### config.mk
export PLATFORM = sky130hd
export DESIGN_NAME = ifetch_queue_flat
export DESIGN_NICKNAME = d
export VERILOG_FILES = /design/src/rtl/ifetch_pkg.sv /design/src/rtl/ifetch_queue_if.sv /design/src/rtl/ifetch_fifo.sv /design/src/rtl/ifetch_queue.sv /design/src/flat_wrapper.sv
export SDC_FILE = /design/constraint.sdc
export NUM_CORES = 1
export LEC_CHECK = 0
export ABC_CLOCK_PERIOD_IN_PS = 3940
export BUFFER_PORTS_ARGS = -buffer_cell sky130_fd_sc_hd__clkbuf_2
export CAP_MARGIN = 10
export CORE_MARGIN = 5
export CORE_UTILIZATION = 39
export DETAILED_ROUTE_END_ITERATION = 12
export PLACE_DENSITY_LB_ADDON = 0.05
export SLEW_MARGIN = 25
export SYNTH_ARGS = -nofsm -noshare
export SYNTH_HDL_FRONTEND = slang
export SYNTH_HIERARCHICAL = 1
export SYNTH_SLANG_ARGS = --single-unit
### constraint.sdc
create_clock -name clk -period 3.94 [get_ports clk]
set_input_delay 0.394 -clock clk [delete_from_list [all_inputs] [get_ports clk]]
set_output_delay 0.394 -clock clk [all_outputs]
set_load 0.005 [all_outputs]
### src/rtl/ifetch_pkg.sv
// Shared types and constants for the instruction fetch queue.
package ifetch_pkg;

    localparam int XLEN        = 32;
    localparam int INSTR_BYTES = 4;

    typedef logic [XLEN-1:0] addr_t;
    typedef logic [XLEN-1:0] instr_t;

    typedef struct packed {
        addr_t  pc;
        instr_t instr;
    } fetch_entry_t;

    // Counters must be able to hold the value DEPTH itself.
    function automatic int cnt_width(input int depth);
        return $clog2(depth + 1);
    endfunction

endpackage

### src/rtl/ifetch_queue_if.sv
// Redirect, instruction-memory and decode channels of the fetch queue.
interface ifetch_queue_if
    import ifetch_pkg::*;
#(
    parameter int WIDTH = XLEN
) ();

    logic             redirect_valid;
    logic [WIDTH-1:0] redirect_pc;

    logic             imem_req_valid;
    logic             imem_req_ready;
    logic [WIDTH-1:0] imem_req_addr;

    logic             imem_rsp_valid;
    logic [WIDTH-1:0] imem_rsp_data;

    logic             dec_valid;
    logic             dec_ready;
    logic [WIDTH-1:0] dec_instr;
    logic [WIDTH-1:0] dec_pc;

    modport master (
        input  redirect_valid, redirect_pc,
        output imem_req_valid, imem_req_addr,
        input  imem_req_ready,
        input  imem_rsp_valid, imem_rsp_data,
        output dec_valid, dec_instr, dec_pc,
        input  dec_ready
    );

    modport slave (
        output redirect_valid, redirect_pc,
        input  imem_req_valid, imem_req_addr,
        output imem_req_ready,
        output imem_rsp_valid, imem_rsp_data,
        input  dec_valid, dec_instr, dec_pc,
        output dec_ready
    );

endinterface

### src/rtl/ifetch_fifo.sv
// Small first-word-fall-through FIFO of fetch entries with flush.
module ifetch_fifo
    import ifetch_pkg::*;
#(
    parameter int  DEPTH   = 4,
    parameter type entry_t = fetch_entry_t,
    localparam int CW      = cnt_width(DEPTH),
    localparam int AW      = $clog2(DEPTH)
) (
    input  logic          clk,
    input  logic          rst_n,
    input  logic          push,
    input  entry_t        push_data,
    input  logic          pop,
    input  logic          flush,
    output entry_t        head,
    output logic [CW-1:0] count,
    output logic          empty,
    output logic          full
);

    entry_t        mem [DEPTH];
    logic [AW-1:0] wr_ptr;
    logic [AW-1:0] rd_ptr;
    logic          do_push;
    logic          do_pop;

    assign empty   = (count == '0);
    assign full    = (count == CW'(DEPTH));
    assign do_push = push && !full;
    assign do_pop  = pop && !empty;
    assign head    = mem[rd_ptr];

    // Pointers wrap naturally because DEPTH is a power of two.
    always_ff @(posedge clk or negedge rst_n) begin
        if (!rst_n) begin
            wr_ptr <= '0;
            rd_ptr <= '0;
            count  <= '0;
            for (int i = 0; i < DEPTH; i++) begin
                mem[i] <= '0;
            end
        end else if (flush) begin
            wr_ptr <= '0;
            rd_ptr <= '0;
            count  <= '0;
        end else begin
            if (do_push) begin
                mem[wr_ptr] <= push_data;
                wr_ptr      <= wr_ptr + 1'b1;
            end
            if (do_pop) begin
                rd_ptr <= rd_ptr + 1'b1;
            end
            case ({do_push, do_pop})
                2'b10:   count <= count + 1'b1;
                2'b01:   count <= count - 1'b1;
                default: count <= count;
            endcase
        end
    end

endmodule

### src/rtl/ifetch_queue.sv
// Fetch stage: sequential PC, credit-limited imem requests, response queue to decode.
// Define IFETCH_QUEUE_BYPASS_EN for a zero-cycle response-to-decode bypass when the queue is empty.
module ifetch_queue
    import ifetch_pkg::*;
#(
    parameter int               WIDTH    = XLEN,
    parameter int               DEPTH    = 4,
    parameter logic [WIDTH-1:0] RESET_PC = '0
) (
    input logic          clk,
    input logic          rst_n,
    ifetch_queue_if.master bus
);

    localparam int CW = cnt_width(DEPTH);
    localparam int SW = CW + 2;
    localparam logic [WIDTH-1:0] STEP       = WIDTH'(INSTR_BYTES);
    localparam logic [WIDTH-1:0] ALIGN_MASK = ~WIDTH'(INSTR_BYTES - 1);

    typedef struct packed {
        logic [WIDTH-1:0] pc;
        logic [WIDTH-1:0] instr;
    } entry_t;

    logic [WIDTH-1:0] fetch_pc;
    logic [WIDTH-1:0] rsp_pc;
    logic [CW-1:0]    inflight;
    logic [CW-1:0]    drop_cnt;

    logic [CW-1:0]    fifo_count;
    logic             fifo_empty;
    logic             fifo_full;
    entry_t           fifo_head;
    entry_t           push_entry;

    logic [SW-1:0]    outstanding;
    logic             req_fire;
    logic             rsp_keep;
    logic             rsp_drop;
    logic             bypass_active;
    logic             dec_fire;
    logic             fifo_push;
    logic             fifo_pop;
    logic [WIDTH-1:0] redirect_target;

    // Everything queued, in flight or still owed a drop holds one credit.
    assign outstanding = SW'(fifo_count) + SW'(inflight) + SW'(drop_cnt);

    assign bus.imem_req_valid = rst_n && !bus.redirect_valid && (outstanding < SW'(DEPTH));
    assign bus.imem_req_addr  = fetch_pc;
    assign req_fire           = bus.imem_req_valid && bus.imem_req_ready;

    assign rsp_drop        = bus.imem_rsp_valid && (drop_cnt != '0);
    assign rsp_keep        = bus.imem_rsp_valid && (drop_cnt == '0);
    assign redirect_target = bus.redirect_pc & ALIGN_MASK;

`ifdef IFETCH_QUEUE_BYPASS_EN
    assign bypass_active = rsp_keep && fifo_empty && !bus.redirect_valid;
`else
    assign bypass_active = 1'b0;
`endif

    assign bus.dec_valid = !fifo_empty || bypass_active;
    assign bus.dec_instr = bypass_active ? bus.imem_rsp_data : fifo_head.instr;
    assign bus.dec_pc    = bypass_active ? rsp_pc : fifo_head.pc;
    assign dec_fire      = bus.dec_valid && bus.dec_ready;

    // A bypassed response taken by decode never touches the queue.
    assign fifo_push  = rsp_keep && !bus.redirect_valid && !(bypass_active && bus.dec_ready);
    assign fifo_pop   = dec_fire && !fifo_empty;
    assign push_entry = '{pc: rsp_pc, instr: bus.imem_rsp_data};

    ifetch_fifo #(
        .DEPTH   (DEPTH),
        .entry_t (entry_t)
    ) u_fifo (
        .clk       (clk),
        .rst_n     (rst_n),
        .push      (fifo_push),
        .push_data (push_entry),
        .pop       (fifo_pop),
        .flush     (bus.redirect_valid),
        .head      (fifo_head),
        .count     (fifo_count),
        .empty     (fifo_empty),
        .full      (fifo_full)
    );

    // Redirect turns every still-unanswered request into a pending drop.
    always_ff @(posedge clk or negedge rst_n) begin
        if (!rst_n) begin
            fetch_pc <= RESET_PC;
            rsp_pc   <= RESET_PC;
            inflight <= '0;
            drop_cnt <= '0;
        end else if (bus.redirect_valid) begin
            fetch_pc <= redirect_target;
            rsp_pc   <= redirect_target;
            inflight <= '0;
            drop_cnt <= drop_cnt + inflight - CW'(bus.imem_rsp_valid);
        end else begin
            if (req_fire) begin
                fetch_pc <= fetch_pc + STEP;
            end
            if (rsp_keep) begin
                rsp_pc <= rsp_pc + STEP;
            end
            if (rsp_drop) begin
                drop_cnt <= drop_cnt - 1'b1;
            end
            inflight <= inflight + CW'(req_fire) - CW'(rsp_keep);
        end
    end

    rsp_has_owner: assert property (@(posedge clk) disable iff (!rst_n)
        bus.imem_rsp_valid |-> ((SW'(inflight) + SW'(drop_cnt)) != '0));

    no_queue_overflow: assert property (@(posedge clk) disable iff (!rst_n)
        fifo_push |-> !fifo_full);

endmodule

### src/flat_wrapper.sv
// flat-port wrapper written by rule: the top's interface ports become plain ports
module ifetch_queue_flat import ifetch_pkg::*;
#(
    parameter int               WIDTH    = XLEN,
    parameter int               DEPTH    = 4,
    parameter logic [WIDTH-1:0] RESET_PC = '0
)
  (clk, rst_n, bus_redirect_valid, bus_redirect_pc, bus_imem_req_valid, bus_imem_req_addr, bus_imem_req_ready, bus_imem_rsp_valid, bus_imem_rsp_data, bus_dec_valid, bus_dec_instr, bus_dec_pc, bus_dec_ready);
  ifetch_queue_if #(.WIDTH(WIDTH)) bus_i ();
  input logic clk;
  input logic rst_n;
  input wire logic [$bits(bus_i.redirect_valid)-1:0] bus_redirect_valid;
  input wire logic [$bits(bus_i.redirect_pc)-1:0] bus_redirect_pc;
  output wire logic [$bits(bus_i.imem_req_valid)-1:0] bus_imem_req_valid;
  output wire logic [$bits(bus_i.imem_req_addr)-1:0] bus_imem_req_addr;
  input wire logic [$bits(bus_i.imem_req_ready)-1:0] bus_imem_req_ready;
  input wire logic [$bits(bus_i.imem_rsp_valid)-1:0] bus_imem_rsp_valid;
  input wire logic [$bits(bus_i.imem_rsp_data)-1:0] bus_imem_rsp_data;
  output wire logic [$bits(bus_i.dec_valid)-1:0] bus_dec_valid;
  output wire logic [$bits(bus_i.dec_instr)-1:0] bus_dec_instr;
  output wire logic [$bits(bus_i.dec_pc)-1:0] bus_dec_pc;
  input wire logic [$bits(bus_i.dec_ready)-1:0] bus_dec_ready;
  assign bus_i.redirect_valid = bus_redirect_valid;
  assign bus_i.redirect_pc = bus_redirect_pc;
  assign bus_imem_req_valid = bus_i.imem_req_valid;
  assign bus_imem_req_addr = bus_i.imem_req_addr;
  assign bus_i.imem_req_ready = bus_imem_req_ready;
  assign bus_i.imem_rsp_valid = bus_imem_rsp_valid;
  assign bus_i.imem_rsp_data = bus_imem_rsp_data;
  assign bus_dec_valid = bus_i.dec_valid;
  assign bus_dec_instr = bus_i.dec_instr;
  assign bus_dec_pc = bus_i.dec_pc;
  assign bus_i.dec_ready = bus_dec_ready;
  ifetch_queue #(.WIDTH(WIDTH), .DEPTH(DEPTH), .RESET_PC(RESET_PC)) u_core (.clk(clk), .rst_n(rst_n), .bus(bus_i));
endmodule
; ---- After elaboration in Yosys (flattened, before gate mapping)
; Index checks and enable logic that the tools add are counted.
[word_totals]
reg_bits = 333
in_bits = 70
output_inout_bits = 98
elab_cells = 81
[op_classes]
addsub = 13
n_lt_le_gt_ge = 4
eq_ne = 3
mux = 19
bitwise = 3
n_reduce_logical = 24
[ops]
columns = cell, count
row1 = 256-bit bitwise mux, 1
row2 = 64-bit two-way mux, 3
row3 = 64-bit binary-select mux with 2-bit select, 1
row4 = 64-bit demux with 2-bit select, 1
row5 = 32-bit two-way mux, 4
row6 = 32-bit by 3-bit adder with 32-bit output (second input constant), 2
row7 = 3-bit two-way mux, 4
row8 = 1-bit logical AND, 11
row9 = 2-bit nonzero test, 5
row10 = 2-bit two-way mux, 4
row11 = 3-bit >= comparator (second input constant), 2
row12 = 3-bit logical NOT, 2
row13 = 2-bit NOT with 3-bit output, 2
row14 = 3-bit one-hot mux with 2 select lines, 1
row15 = 3-bit nonzero test, 2
row16 = 3-bit by 1-bit subtractor with 3-bit output, 2
row17 = 3-bit by 1-bit subtractor with 3-bit output (second input constant), 2
row18 = 5-bit by 3-bit adder with 5-bit output, 1
row19 = 5-bit by 3-bit < comparator with 1-bit output (second input constant), 1
row20 = 2-bit by 1-bit adder with 2-bit output (second input constant), 2
row21 = 3-bit by 3-bit adder with 4-bit output, 1
row22 = 3-bit by 1-bit adder with 3-bit output, 1
row23 = 3-bit by 1-bit adder with 3-bit output (second input constant), 1
row24 = 3-bit adder, 1
row25 = 7 further kinds, 9

; ---- Longest topological paths before layout
; Gate-level depths: netlist (run 1).
[logic_depth]
ltp_word = 8
ltp_mapped = 17
mapped_depth_nobuf = 15

; ---- Modules after synthesis
; The synthesis (run 1) kept the hierarchy.
[modules_own_cells]
columns = module, n_inst, cells_per_inst, area_each_um2, seq_area_each_um2
row1 = ifetch_fifo, 1, 678, 11453.5, 6581.3
row2 = ifetch_queue, 1, 448, 4077.7, 1651.6

; ---- Worst setup path before layout (run 1)
; No wires, ideal clock.
[synth_timing]
path_type = register -> register
start = reg u_core.u_fifo.count[1]
end = reg u_core.inflight[2]
setup_time_ns = 0.131
arrival_ns = 3.490
t_required_ns = 3.809
setup_slack_ns = 0.320
stages_incl_launch_ff = 18
path_buffers = 2
synth_period_minus_slack_ns = 3.620
path_cell_list = dfrtp_1 inv_1 fa_1 nor2_1 fa_1 nor2_2 o2111ai_2 nor2_4 inv_2 buf_6 buf_2 ha_1 inv_1 ha_1 inv_1 fa_1 xnor2_1 nor2_1
[synth_via]
elab_chain_len = 8
[synth_rtl]
columns = item, line_no
row1 = start: declaration, ifetch_fifo.sv:17  ; output logic [CW-1:0] count,
row2 = start signal: assignment, ifetch_fifo.sv:56  ; 2'b10: count <= count + 1'b1;
row3 = start signal: assignment, ifetch_fifo.sv:57  ; 2'b01: count <= count - 1'b1;
row4 = start signal: assignment, ifetch_fifo.sv:58  ; default: count <= count;
row5 = 3-bit by 3-bit adder with 4-bit output, ifetch_queue.sv:47  ; assign outstanding = SW'(fifo_count) + SW'(inflight) + SW'(drop_cnt);
row6 = 5-bit by 3-bit adder with 5-bit output, ifetch_queue.sv:47
row7 = 5-bit by 3-bit < comparator with 1-bit output, ifetch_queue.sv:49  ; assign bus.imem_req_valid = rst_n && !bus.redirect_valid && (outstanding < SW'(DEPTH));
row8 = 1-bit logical AND, ifetch_queue.sv:49
row9 = 1-bit logical AND, ifetch_queue.sv:51  ; assign req_fire = bus.imem_req_valid && bus.imem_req_ready;
row10 = 3-bit by 1-bit adder with 3-bit output, ifetch_queue.sv:111  ; inflight <= inflight + CW'(req_fire) - CW'(rsp_keep);
row11 = 3-bit by 1-bit subtractor with 3-bit output, ifetch_queue.sv:111
row12 = 3-bit two-way mux, ifetch_queue.sv:96  ; end else if (bus.redirect_valid) begin
row13 = end signal: assignment, ifetch_queue.sv:111
row14 = end: declaration, ifetch_queue.sv:27  ; logic [CW-1:0] inflight;
; Every way passes these cells.
; A chain may end at the register's enable or synchronous reset.

; ---- Worst setup path after layout (run 1)
[layout_timing]
start = reg u_core.inflight[1]
end = reg u_core.inflight[2]
[layout_via]
elab_chain_len = 8
[layout_rtl]
columns = item, line_no
row1 = 3-bit by 3-bit adder with 4-bit output, ifetch_queue.sv:47
row2 = 5-bit by 3-bit adder with 5-bit output, ifetch_queue.sv:47
row3 = 5-bit by 3-bit < comparator with 1-bit output, ifetch_queue.sv:49
row4 = 1-bit logical AND, ifetch_queue.sv:49
row5 = 1-bit logical AND, ifetch_queue.sv:51
row6 = 3-bit by 1-bit adder with 3-bit output (*), ifetch_queue.sv:111
row7 = 3-bit by 1-bit subtractor with 3-bit output (*), ifetch_queue.sv:111
row8 = 3-bit two-way mux (*), ifetch_queue.sv:96
; Mark *: on every way between the ends. The rest lies on a longest branch, timed or not.

==> flow_summary.yaml, run 1 <==
run_status:
  outcome: "complete, no violations"
layout:
  drive_above_1_share_pct: 44.09
  mostFrequentLayoutCells: "327 x dfrtp_1, 256 x mux2_2, 162 x clkbuf_2, 64 x mux4_2, 54 x nand2_1"
  antenna_cells: 0
  fin_nets: 1396
  area_growth_pct: 17.94
  layout.cells.most_common: "dfrtp_1"
yosys:
  ys_warn_count: 6
  syn_inst: 1126
  yosysTopAreaCellShare_pct: 53.01
  syn_area_per_cell_um2: 13.79
  yosysSeqAreaShare_pct: 53.01
  async_flop_share_pct: 100.0
  netlist.top_cell.by_area: "dfrtp_1"
  yosysUniqueCellTypes: 66
  synth_seq_cells: 329
  synthFlopType: "dfrtp_1"
  synthTopCellsByArea: "dfrtp_1 53%, mux2_2 19%, mux4_2 9.3%, xor2_1 1.6%, nand2_1 1.3%"
  synth_edf_count: 0
  netlist_area_um2: 15530
floorplanning:
  die_x_um: 209.6
  initial_core_util_pct: 39.27
  io_pins: 168
  num_rows: 73
  core-area_um2: 39550
  die_y_um: 209.6
  dieArea_um2: 43920
routing:
  post_drt_via_cell_ratio: 5.324
  routedWlPerCell_um: 20.97
  ant_nets: 0
  drc: 0
  routed_wl_um: 38870
  drtPass1Iterations: 5
  route.vias.total: 9871
  first_iter_violations: 437
pwr:
  ir_drop_mv: 0.2072
  p_leak_nw: 8.774
  p_total_mw: 9.743
  p_per_area_nw_per_um2: 531.9
clocking:
  clk_path_buf_depth: 3
  clock-sinks: 329
  cts_buffers: 39
  cts_tree: "yes"
  clk_latency_ns: 0.53
  root_buffer: "clkbuf_16"
  cts_setup_buffers: 0
  h-tree-depth: 2
  clk_pin_slew_ns: 0.06
min_path:
  min_path_type: "in2reg"
sta:
  max_slew.worst_pin.slew_ns: 0.9381
  hold_viol_final: 0
  maxSlewViolCount: 0
  hold_ws_ns: 0.1423
  grt_setup_unrepaired: "no"
  relSlewSlack_pct: 37.23
  period_minus_slack_ns: 3.490
  period_share_pct: 88.57
  max_freq_ghz: 0.2866
  tns_ns: 0
  clock_skew_ns: 0.01029
  setup_violations: 0
global_routing:
  track_usage_pct: 17.77
  antenna_found_initial: 0
  grt-ovfl-total: 0
  grt_max_degree: 140
  grt_pass1_vias: 10650
  grt_first_pass_wirelength_um: 62270
critical_path:
  path_max_fanout: 5
  worstPathRequired_ns: 4.35
  worstSetupPathType: "reg2reg"
  critPathLaunchType: "flop"
  cp.arrival_ns: 3.90
  cp-end-kind: "flop"
place:
  portBuffers: 163
  hpwl_um: 25470
  gp_congestion: 0.8055
job:
  maxCapViolations: 0
==> registers in the layout (all words and copies together) (netlist names) <==
register,flops
u_core/u_fifo/mem,256
u_core/bus.imem_req_addr,30
u_core/rsp_pc,30
u_core/drop_cnt,3
u_core/inflight,3
u_core/u_fifo/count,3
u_core/u_fifo/rd_ptr,2
u_core/u_fifo/wr_ptr,2
==> cells in the mapped netlist, types with 7 or more instances <==
cell,number
and3_1,8
o21ai_0,31
o21ai_1,23
o31a_1,7
nor2_1,27
buf_2,32
inv_1,33
mux4_2,64
nor3_1,10
a21o_1,7
clkbuf_1,16
o211ai_1,11
nand2_1,54
buf_1,7
ha_1,16
nand4_1,23
mux2_2,256
nand3_1,30
dfrtp_1,329
xnor2_1,10
a21oi_1,13
xor2_1,29
==> logic make-up after synthesis <==
family,count (synthesis),share of synthesized area [%]
xor gates and xnor gates,39,2.199
adders and majority gates,22,2.062
and+or+nand+nor,201,7.017
other,1,0.02415
DFF,329,53.01
AOI/OAI and AO/OA,119,5.124
buffers and inverters,94,2.658
muxes,321,27.91
==> cell type report <==
cell class / instances / area [µm²]
Fill cell: 3634 / 21230
Inverter: 34 / 127.6
Tap cell: 525 / 656.9
Timing Repair Buffer: 188 / 1091
Multi-Input combinational cell: 712 / 6945
Sequential cell: 329 / 8240
Clock inverter: 5 / 75.07
Clock buffer: 61 / 1181
==> metrics by stage <==
stage | area [µm²] | utilization [%] | setup WS [ns] | cells
after floorplan | 15560 | - | 0.3196 | 1135
after global placement | 17050 | 43.10 | 0.4963 | 1787
after detailed placement | 17050 | 43.10 | 0.4411 | 1787
after CTS | 18310 | 46.30 | 0.4199 | 1854
after global routing | 18320 | 46.32 | 0.2640 | 1854
final | 18320 | 46.32 | 0.4504 | 1854
==> routing by layer <==
| layer | GRT usage [%] | vias up | wire (µm) |
|---|---|---|---|
| li1 | - | 4501 | - |
| met1 | 25.66 | 5138 | 18640 |
| met2 | 28.05 | 183 | 17980 |
| met3 | 3.513 | 49 | 1590 |
| met4 | 3.983 | 0 | 666 |
| met5 | 0 | - | 0 |
==> path summary, 6_finish.rpt <==
check / startpoint / endpoint / slack (ns) / depth (start not counted)
min in group asynchronous: rst_n / u_core/u_fifo/mem[89] / 0.31 / 2
max in group asynchronous: rst_n / u_core/u_fifo/mem[135] / 1.75 / 4
max: u_core/inflight[1] / u_core/inflight[2] / 0.45 / 15
min reg2reg: u_core/u_fifo/mem[12] / u_core/u_fifo/mem[12] / 0.50 / 1
min: bus_redirect_pc[12] / u_core/rsp_pc[12] / 0.14 / 3
max reg2reg: u_core/inflight[1] / u_core/inflight[2] / 0.45 / 15
==> what timing repair did <==
item,in CTS,in global routing
hold buffers,1,0
hold endpoints to repair,22,0
gates resized for setup,0,0
==> critical path, stage by stage (launching register included) <==
cell	delay, ns
dfrtp_1	0.40
inv_1	0.10
fa_1	0.65
nor2_1	0.09
fa_1	0.47
nor2_2	0.15
o2111ai_2	0.24
nor2_4	0.15
inv_2	0.05
ha_1	0.26
inv_1	0.06
ha_1	0.13
inv_1	0.05
fa_1	0.37
xnor2_1	0.16
nor2_1	0.05
==> power breakdown <==
group	internal [mW]	total (mW)	switching, mW
combinational	1.09	2.00	0.903
sequential	3.86	4.20	0.340
clock	2.18	3.55	1.37
No activity file was read; power rests on OpenSTA's default activity.
==> run 2: changes to the inputs <==
--- a/config.mk
+++ b/config.mk
@@ -12,6 +12,7 @@
 export CORE_UTILIZATION = 39
 export DETAILED_ROUTE_END_ITERATION = 12
 export PLACE_DENSITY_LB_ADDON = 0.05
+export REMOVE_ABC_BUFFERS = 1
 export SLEW_MARGIN = 25
 export SYNTH_ARGS = -nofsm -noshare
 export SYNTH_HDL_FRONTEND = slang
==> run 2 against run 1 <==
Net effect: critical endpoint unchanged; via count is 0.42% lower; clock power down 3%; sequential share of layout area barely moved; routed wire length increased by 1.6%.
==> flow_summary.yaml, run 2 (synthesis gave the netlist of run 1 again) <==
routing:
  post_drt_via_cell_ratio: 5.291
  routed_wl_um: 39510
  drtPass1Iterations: 5
  route.vias.total: 9830
  first_iter_violations: 580
  routedWlPerCell_um: 21.26
  drc: 0
  ant_nets: 0
floorplanning:
  core-area_um2: 39550
  die_y_um: 209.6
  num_rows: 73
  die_x_um: 209.6
  dieArea_um2: 43920
  initial_core_util_pct: 39.27
  io_pins: 168
clocking:
  cts_tree: "yes"
  clk_pin_slew_ns: 0.06
  root_buffer: "clkbuf_16"
  clk_path_buf_depth: 3
  h-tree-depth: 2
  cts_buffers: 39
  cts_setup_buffers: 0
  clk_latency_ns: 0.54
  clock-sinks: 329
global_routing:
  grt_pass1_vias: 10440
  use_met2_pct: 28.29
  track_usage_pct: 18.06
  grt_busiest_layer: "met2"
  grt_first_pass_wirelength_um: 62400
  use_met1_pct: 26.35
  grt_max_degree: 73
  antenna_found_initial: 0
  use_met3_pct: 3.004
  grt-ovfl-total: 0
critical_path:
  worstSetupPathType: "reg2reg"
  cp.arrival_ns: 3.94
  cp-end-kind: "flop"
  endpoint: "u_core/inflight[2]"
  critPathLaunchType: "flop"
  regToRegEndpoint: "u_core/inflight[2]"
  worstPathRequired_ns: 4.34
  path_max_fanout: 9
  ff2ff_setup_slack_ns: 0.40
  cp-startpoint: "u_core/u_fifo/count[1]"
  worstReg2RegStart: "u_core/u_fifo/count[1]"
  reg2regPathDepth: 15
pwr:
  ir_drop_mv: 0.3116
  p_leak_nw: 8.759
  p_per_area_nw_per_um2: 526.8
sta:
  setup_violations: 0
  clock_skew_ns: 0.01127
  setup_ws_ns: 0.3973
  relSlewSlack_pct: 35.40
  hold_ws_ns: 0.09461
  grt_setup_unrepaired: "no"
  maxSlewViolCount: 0
  max_slew.worst_pin.slew_ns: 0.9655
  period_minus_slack_ns: 3.543
  hold_viol_final: 0
  tns_ns: 0
  max_freq_ghz: 0.2823
  period_share_pct: 89.92
layout:
  mostFrequentLayoutCells: "327 x dfrtp_1, 256 x mux2_2, 161 x clkbuf_2, 64 x mux4_2, 54 x nand2_1"
  nFillCells: 3642
  area_growth_pct: 17.81
  largest_register_ff_count: 256
  fin_nets: 1404
  regMostFlops: "u_core/u_fifo/mem"
  layout.cells.most_common: "dfrtp_1"
  drive_above_1_share_pct: 44.71
  antenna_cells: 0
  finalNonFillerCells: 1858
place:
  placed_cells: 1795
  gp_congestion: 0.7801
  pre_cts_ws_ns: 0.3980
  hpwl_um: 25800
  portBuffers: 163
min_path:
  min_path_type: "in2reg"
run_status:
  outcome: "complete, no violations"
job:
  maxCapViolations: 0
[run 2: changes by cell type in the layout (fill, tap and decap cells not counted), sizes merged]
cell,change
buf,+9
clkbuf,-5
bufinv,-2
clkinvlp,+2
[run 2: metrics by stage]
step                      total power [mW]  utilization [%]  area, µm²
final                                9.639            46.27      18300
after global routing                 10.20            46.27      18300
after CTS                            9.841            46.26      18290
after detailed placement             6.297            43.16      17070
after global placement               6.256            43.16      17070
after floorplan                      5.380                -      15280
[run 2: area by class of cell]
| type | instances | area, µm² | area share (%) |
|---|---|---|---|
| Sequential cell | 329 | 8240 | 45.04 |
| Multi-Input combinational cell | 712 | 6939 | 37.92 |
| Clock buffer | 57 | 1186 | 6.483 |
| Timing Repair Buffer | 196 | 1117 | 6.106 |
| Tap cell | 525 | 656.9 | 3.590 |
| Inverter | 34 | 127.6 | 0.6975 |
| Clock inverter | 5 | 30.03 | 0.1641 |
[run 2: where the power goes]
group	internal, mW	switching (mW)	total (mW)
Sequential	3.86	0.334	4.19
Combinational	1.09	0.904	2.00
Clock	2.06	1.38	3.45
Total	7.02	2.62	9.64
[run 2: worst min path at each step]
stage / start / end / slack, ns / cells after the start
3_3_place_gp: rst_n / u_core/u_fifo/mem[193] / 0.31 / 1
2_1_floorplan: rst_n / u_core/bus.imem_req_addr[10] / 0.1 / 0
3_5_place_dp: rst_n / u_core/u_fifo/mem[193] / 0.31 / 1
4_1_cts: bus_redirect_pc[28] / u_core/bus.imem_req_addr[28] / 0.06 / 3
5_1_grt: bus_redirect_pc[28] / u_core/bus.imem_req_addr[28] / 0.1 / 3
6_report: bus_redirect_pc[28] / u_core/bus.imem_req_addr[28] / 0.09 / 3
[run 2: critical path, cell delays in order, from the launching register on]
cell       delay (ns)
dfrtp_1          0.52
inv_1            0.13
fa_1             0.59
nor2_1           0.08
fa_1             0.39
and2b_1          0.26
o2111ai_2        0.16
nor2_4           0.15
inv_2            0.05
ha_1             0.26
inv_1            0.06
ha_1             0.13
inv_1            0.04
fa_1             0.37
xnor2_1          0.16
nor2_1           0.05
[run 2: repair_timing]
item,4_1_cts,5_1_grt
endpoints found under the setup margin,0,0
hold endpoints to repair,35,0
gates resized for setup,0,0
hold buffers,1,0
[run 2: layer usage]
| layer | up-vias | part of all wire, % |
|---|---|---|
| met5 | - | 0 |
| met4 | 0 | 1.7 |
| met3 | 53 | 4.3 |
| met2 | 213 | 46 |
| met1 | 5064 | 48 |
| li1 | 4500 | - |
==> run 3: changes to the inputs <==
--- a/config.mk
+++ b/config.mk
@@ -16,5 +16,4 @@
 export SLEW_MARGIN = 25
 export SYNTH_ARGS = -nofsm -noshare
 export SYNTH_HDL_FRONTEND = slang
-export SYNTH_HIERARCHICAL = 1
 export SYNTH_SLANG_ARGS = --single-unit
==> run 3 against run 2 <==
Net effect: synthesized area is 2.3% lower; count of clock-buffer cells in the layout up 5; combinational power grew 41%; non-clock buffer count down 12; utilization decreased by 0.35 points; final area is 3.2% lower; global-route usage decreased by 0.48 points; fmax shrank 1.9%; via count decreased by 5.5%; die area fell by 2.2%; first-iteration DRC count fell by 35%; critical path type is now reg2out; largest cell class unchanged; highest routed layer unchanged.
==> flow_summary.yaml, run 3 <==
run_status:
  outcome: "complete, no violations"
yosys:
  yosysTopAreaCellShare_pct: 52.92
  yosysSeqAreaShare_pct: 52.92
  yosys.cell_count.top_type: "dfrtp_1"
  syn_inst: 1073
  synth_seq_cells: 321
  synth_common_cells: "321 x dfrtp_1, 263 x mux2_2, 62 x mux4_2, 43 x nand2_1, 32 x o21ai_0"
  synth_fa_ha_area_share_pct: 2.011
  netlist.top_cell.by_area: "dfrtp_1"
  synth.area.mux_share_pct: 28.84
  synth_edf_count: 0
  netlist_area_um2: 15180
  synthSimpleGateAreaFrac_pct: 6.553
  synth_compound_area_share_pct: 3.264
  synthTopCellsByArea: "dfrtp_1 53%, mux2_2 20%, mux4_2 9.2%, xor2_1 1.7%, ha_1 1.5%"
  synthFlopType: "dfrtp_1"
  async_flop_share_pct: 100.0
  yosysUniqueCellTypes: 56
  syn_area_per_cell_um2: 14.15
  synth_top_family_by_area: "multiplexers"
  synth_xor_area_share_pct: 2.770
  ys_warn_count: 0
floorplanning:
  initial_core_util_pct: 39.37
  num_rows: 72
  die_y_um: 207.3
  die_x_um: 207.3
  io_pins: 168
  core-area_um2: 38560
  dieArea_um2: 42970
critical_path:
  worstReg2RegStart: "u_core.u_fifo.count[0]"
  cp-end-kind: "output pin"
  cp_common_cell: "ha_1"
  cp.depth: 7
  ff2ff_setup_slack_ns: 0.39
  reg2regPathDepth: 13
  crit_buf_inv: 1
  regToRegEndpoint: "u_core.inflight[2]"
  cp_slowest_stage_delay_ns: 0.59
  crit_slowest_cell: "o2111a_1"
  path_max_fanout: 9
  worstSetupPathType: "reg2out"
  worstPathRequired_ns: 3.55
  critPathLaunchType: "flop"
  crit_family: "adder cells"
  crit_chain: "ha_1 -> fa_1 -> xor2_1 -> ha_1 -> nor4_2 -> o2111a_1 -> clkbuf_2"
  cp.arrival_ns: 3.22
routing:
  drc: 0
  routed.top_layer: "met4"
  wl_met3_um: 1675
  wl_met2_um: 17080
  post_drt_via_cell_ratio: 5.251
  routed_wl_um: 37450
  drtPass1Iterations: 4
  routedWlPerCell_um: 21.16
  ant_nets: 0
  route.vias.total: 9294
  first_iter_violations: 377
  wl_met1_um: 17920
pwr:
  clock_power_share_pct: 32.0
  cellInternalPower_mw: 7.619
  p_per_area_nw_per_um2: 604.4
  p_sw_share_pct: 28.80
  p_leak_nw: 8.125
  p_total_mw: 10.70
  ir_drop_mv: 0.2589
  combinationalPowerShare_pct: 26.3
  power_frac_seq_pct: 41.7
  switching_power_mw: 3.082
place:
  placed_cells: 1702
  hpwl_um: 24410
  place_area_um2: 16470
  portBuffers: 161
  gp_congestion: 0.7677
  pre_cts_ws_ns: 0.4173
sta:
  tns_ns: 0
  max_slew.worst_pin.slew_ns: 0.8231
  period_minus_slack_ns: 3.612
  grt_setup_unrepaired: "no"
  clock_skew_ns: 0.01194
  setup_violations: 0
  max_freq_ghz: 0.2769
  relSlewSlack_pct: 45.13
  hold_viol_final: 0
  setup_ws_ns: 0.3283
  maxSlewViolCount: 0
  period_share_pct: 91.67
global_routing:
  grt_pass1_vias: 9892
  antenna_found_initial: 0
  grt-ovfl-total: 0
  grt_max_degree: 145
  track_usage_pct: 17.58
  grt_first_pass_wirelength_um: 60350
job:
  maxCapViolations: 0
clocking:
  h-tree-depth: 2
  root_buffer: "clkbuf_16"
  clk_latency_ns: 0.54
  clock-sinks: 321
  cts_buffers: 39
  cts_tree: "yes"
  cts_resized: 0
  clk_pin_slew_ns: 0.06
  clk_path_buf_depth: 3
min_path:
  min_from: "bus_redirect_pc[19]"
  whs_endpoint: "u_core.rsp_pc[19]"
  min_path_type: "in2reg"
  worstHoldPathCells: 3
layout:
  largest_register_ff_count: 248
  drive_above_1_share_pct: 46.57
  finalNonFillerCells: 1770
  mostFrequentLayoutCells: "319 x dfrtp_1, 263 x mux2_2, 160 x clkbuf_2, 62 x mux4_2, 43 x nand2_1"
  antenna_cells: 0
  area_growth_pct: 16.63
  regMostFlops: "u_core.u_fifo.mem"
  final_area_um2: 17700
  fin_nets: 1318
  nFillCells: 3606
  layout.cells.most_common: "dfrtp_1"
[run 3: cell types whose count changed after synthesis, sizes merged, moves of 5 or more]
cell,change
o31a,-6
dfrtp,-8
inv,-11
nand3,-8
o211ai,-6
a31oi,+7
mux2,+7
o21ai,-21
or3,+6
a21o,-6
xnor2,+9
buf,+5
clkbuf,+10
nand2,-15
[run 3: area by class of cell]
class | instances | area, µm² | area share, %
Clock buffer | 62 | 1195 | 6.749
Clock inverter | 5 | 25.02 | 0.1413
Inverter | 23 | 86.33 | 0.4876
Multi-Input combinational cell | 657 | 6624 | 37.41
Sequential cell | 321 | 8040 | 45.41
Tap cell | 518 | 648.1 | 3.661
Timing Repair Buffer | 184 | 1086 | 6.134
[run 3: repair_timing]
| action | 4_1_cts | 5_1_grt |
|---|---|---|
| endpoints found under the hold margin | 15 | 0 |
| buffers inserted | 0 | 0 |
| hold buffers | 1 | 0 |
[run 3: how the worst max path moves through the flow]
stage	startpoint	endpoint	slack (ns)
floorplan	u_core.drop_cnt[0]	u_core.u_fifo.mem[0]	0.25
global placement	u_core.u_fifo.count[0]	u_core.inflight[2]	0.45
detailed placement	u_core.u_fifo.count[0]	u_core.inflight[2]	0.42
CTS	u_core.u_fifo.count[0]	bus_imem_req_valid	0.27
global route	u_core.u_fifo.count[0]	bus_imem_req_valid	0.1
finish	u_core.u_fifo.count[0]	bus_imem_req_valid	0.33
[run 3: worst reg2reg max path: stages (launching register included)]
cell and delay (ns):
dfrtp_1 0.44, ha_1 0.26, fa_1 0.39, xor2_1 0.16, ha_1 0.28, nor4_2 0.35
o211ai_1 0.16, or2_1 0.37, inv_1 0.22, ha_1 0.18, inv_1 0.05, fa_1 0.37
xnor2_1 0.16, nor2_1 0.05
[run 3: cell families (layout without fill, tap and decap cells)]
family,Yosys count,count (layout)
other,1,4
DFF,321,321
and+or+nand+nor,174,174
AOI/OAI and AO/OA,82,82
adders and majority gates,22,22
muxes,327,327
buffers and inverters,98,274
xor gates and xnor gates,48,48
[run 3: power by group through the flow]
| stage | clock network, mW | registers, mW | logic [mW] |
|---|---|---|---|
| finish | 3.42 | 4.46 | 2.81 |
| global route | 3.67 | 4.57 | 3.12 |
| CTS | 3.55 | 4.47 | 2.90 |
| detailed placement | 0 | 4.52 | 2.89 |
| global placement | 0 | 4.53 | 2.84 |
| floorplan | 0 | 4.41 | 1.78 |
[run 3: metrics by stage]
step	util (%)	hold WS [ns]
floorplan	-	0.09841
global placement	42.66	0.2427
global route	45.92	0.08973
CTS	45.92	0.06921
detailed placement	42.73	0.2417
finish	45.92	0.09516
[run 3: per-layer routing]
| layer | GRT usage, % | vias to the layer above |
|---|---|---|
| li1 | - | 4251 |
| met4 | 4.993 | 0 |
| met1 | 25.46 | 4816 |
| met5 | 0 | - |
| met2 | 27.19 | 184 |
| met3 | 3.415 | 43 |
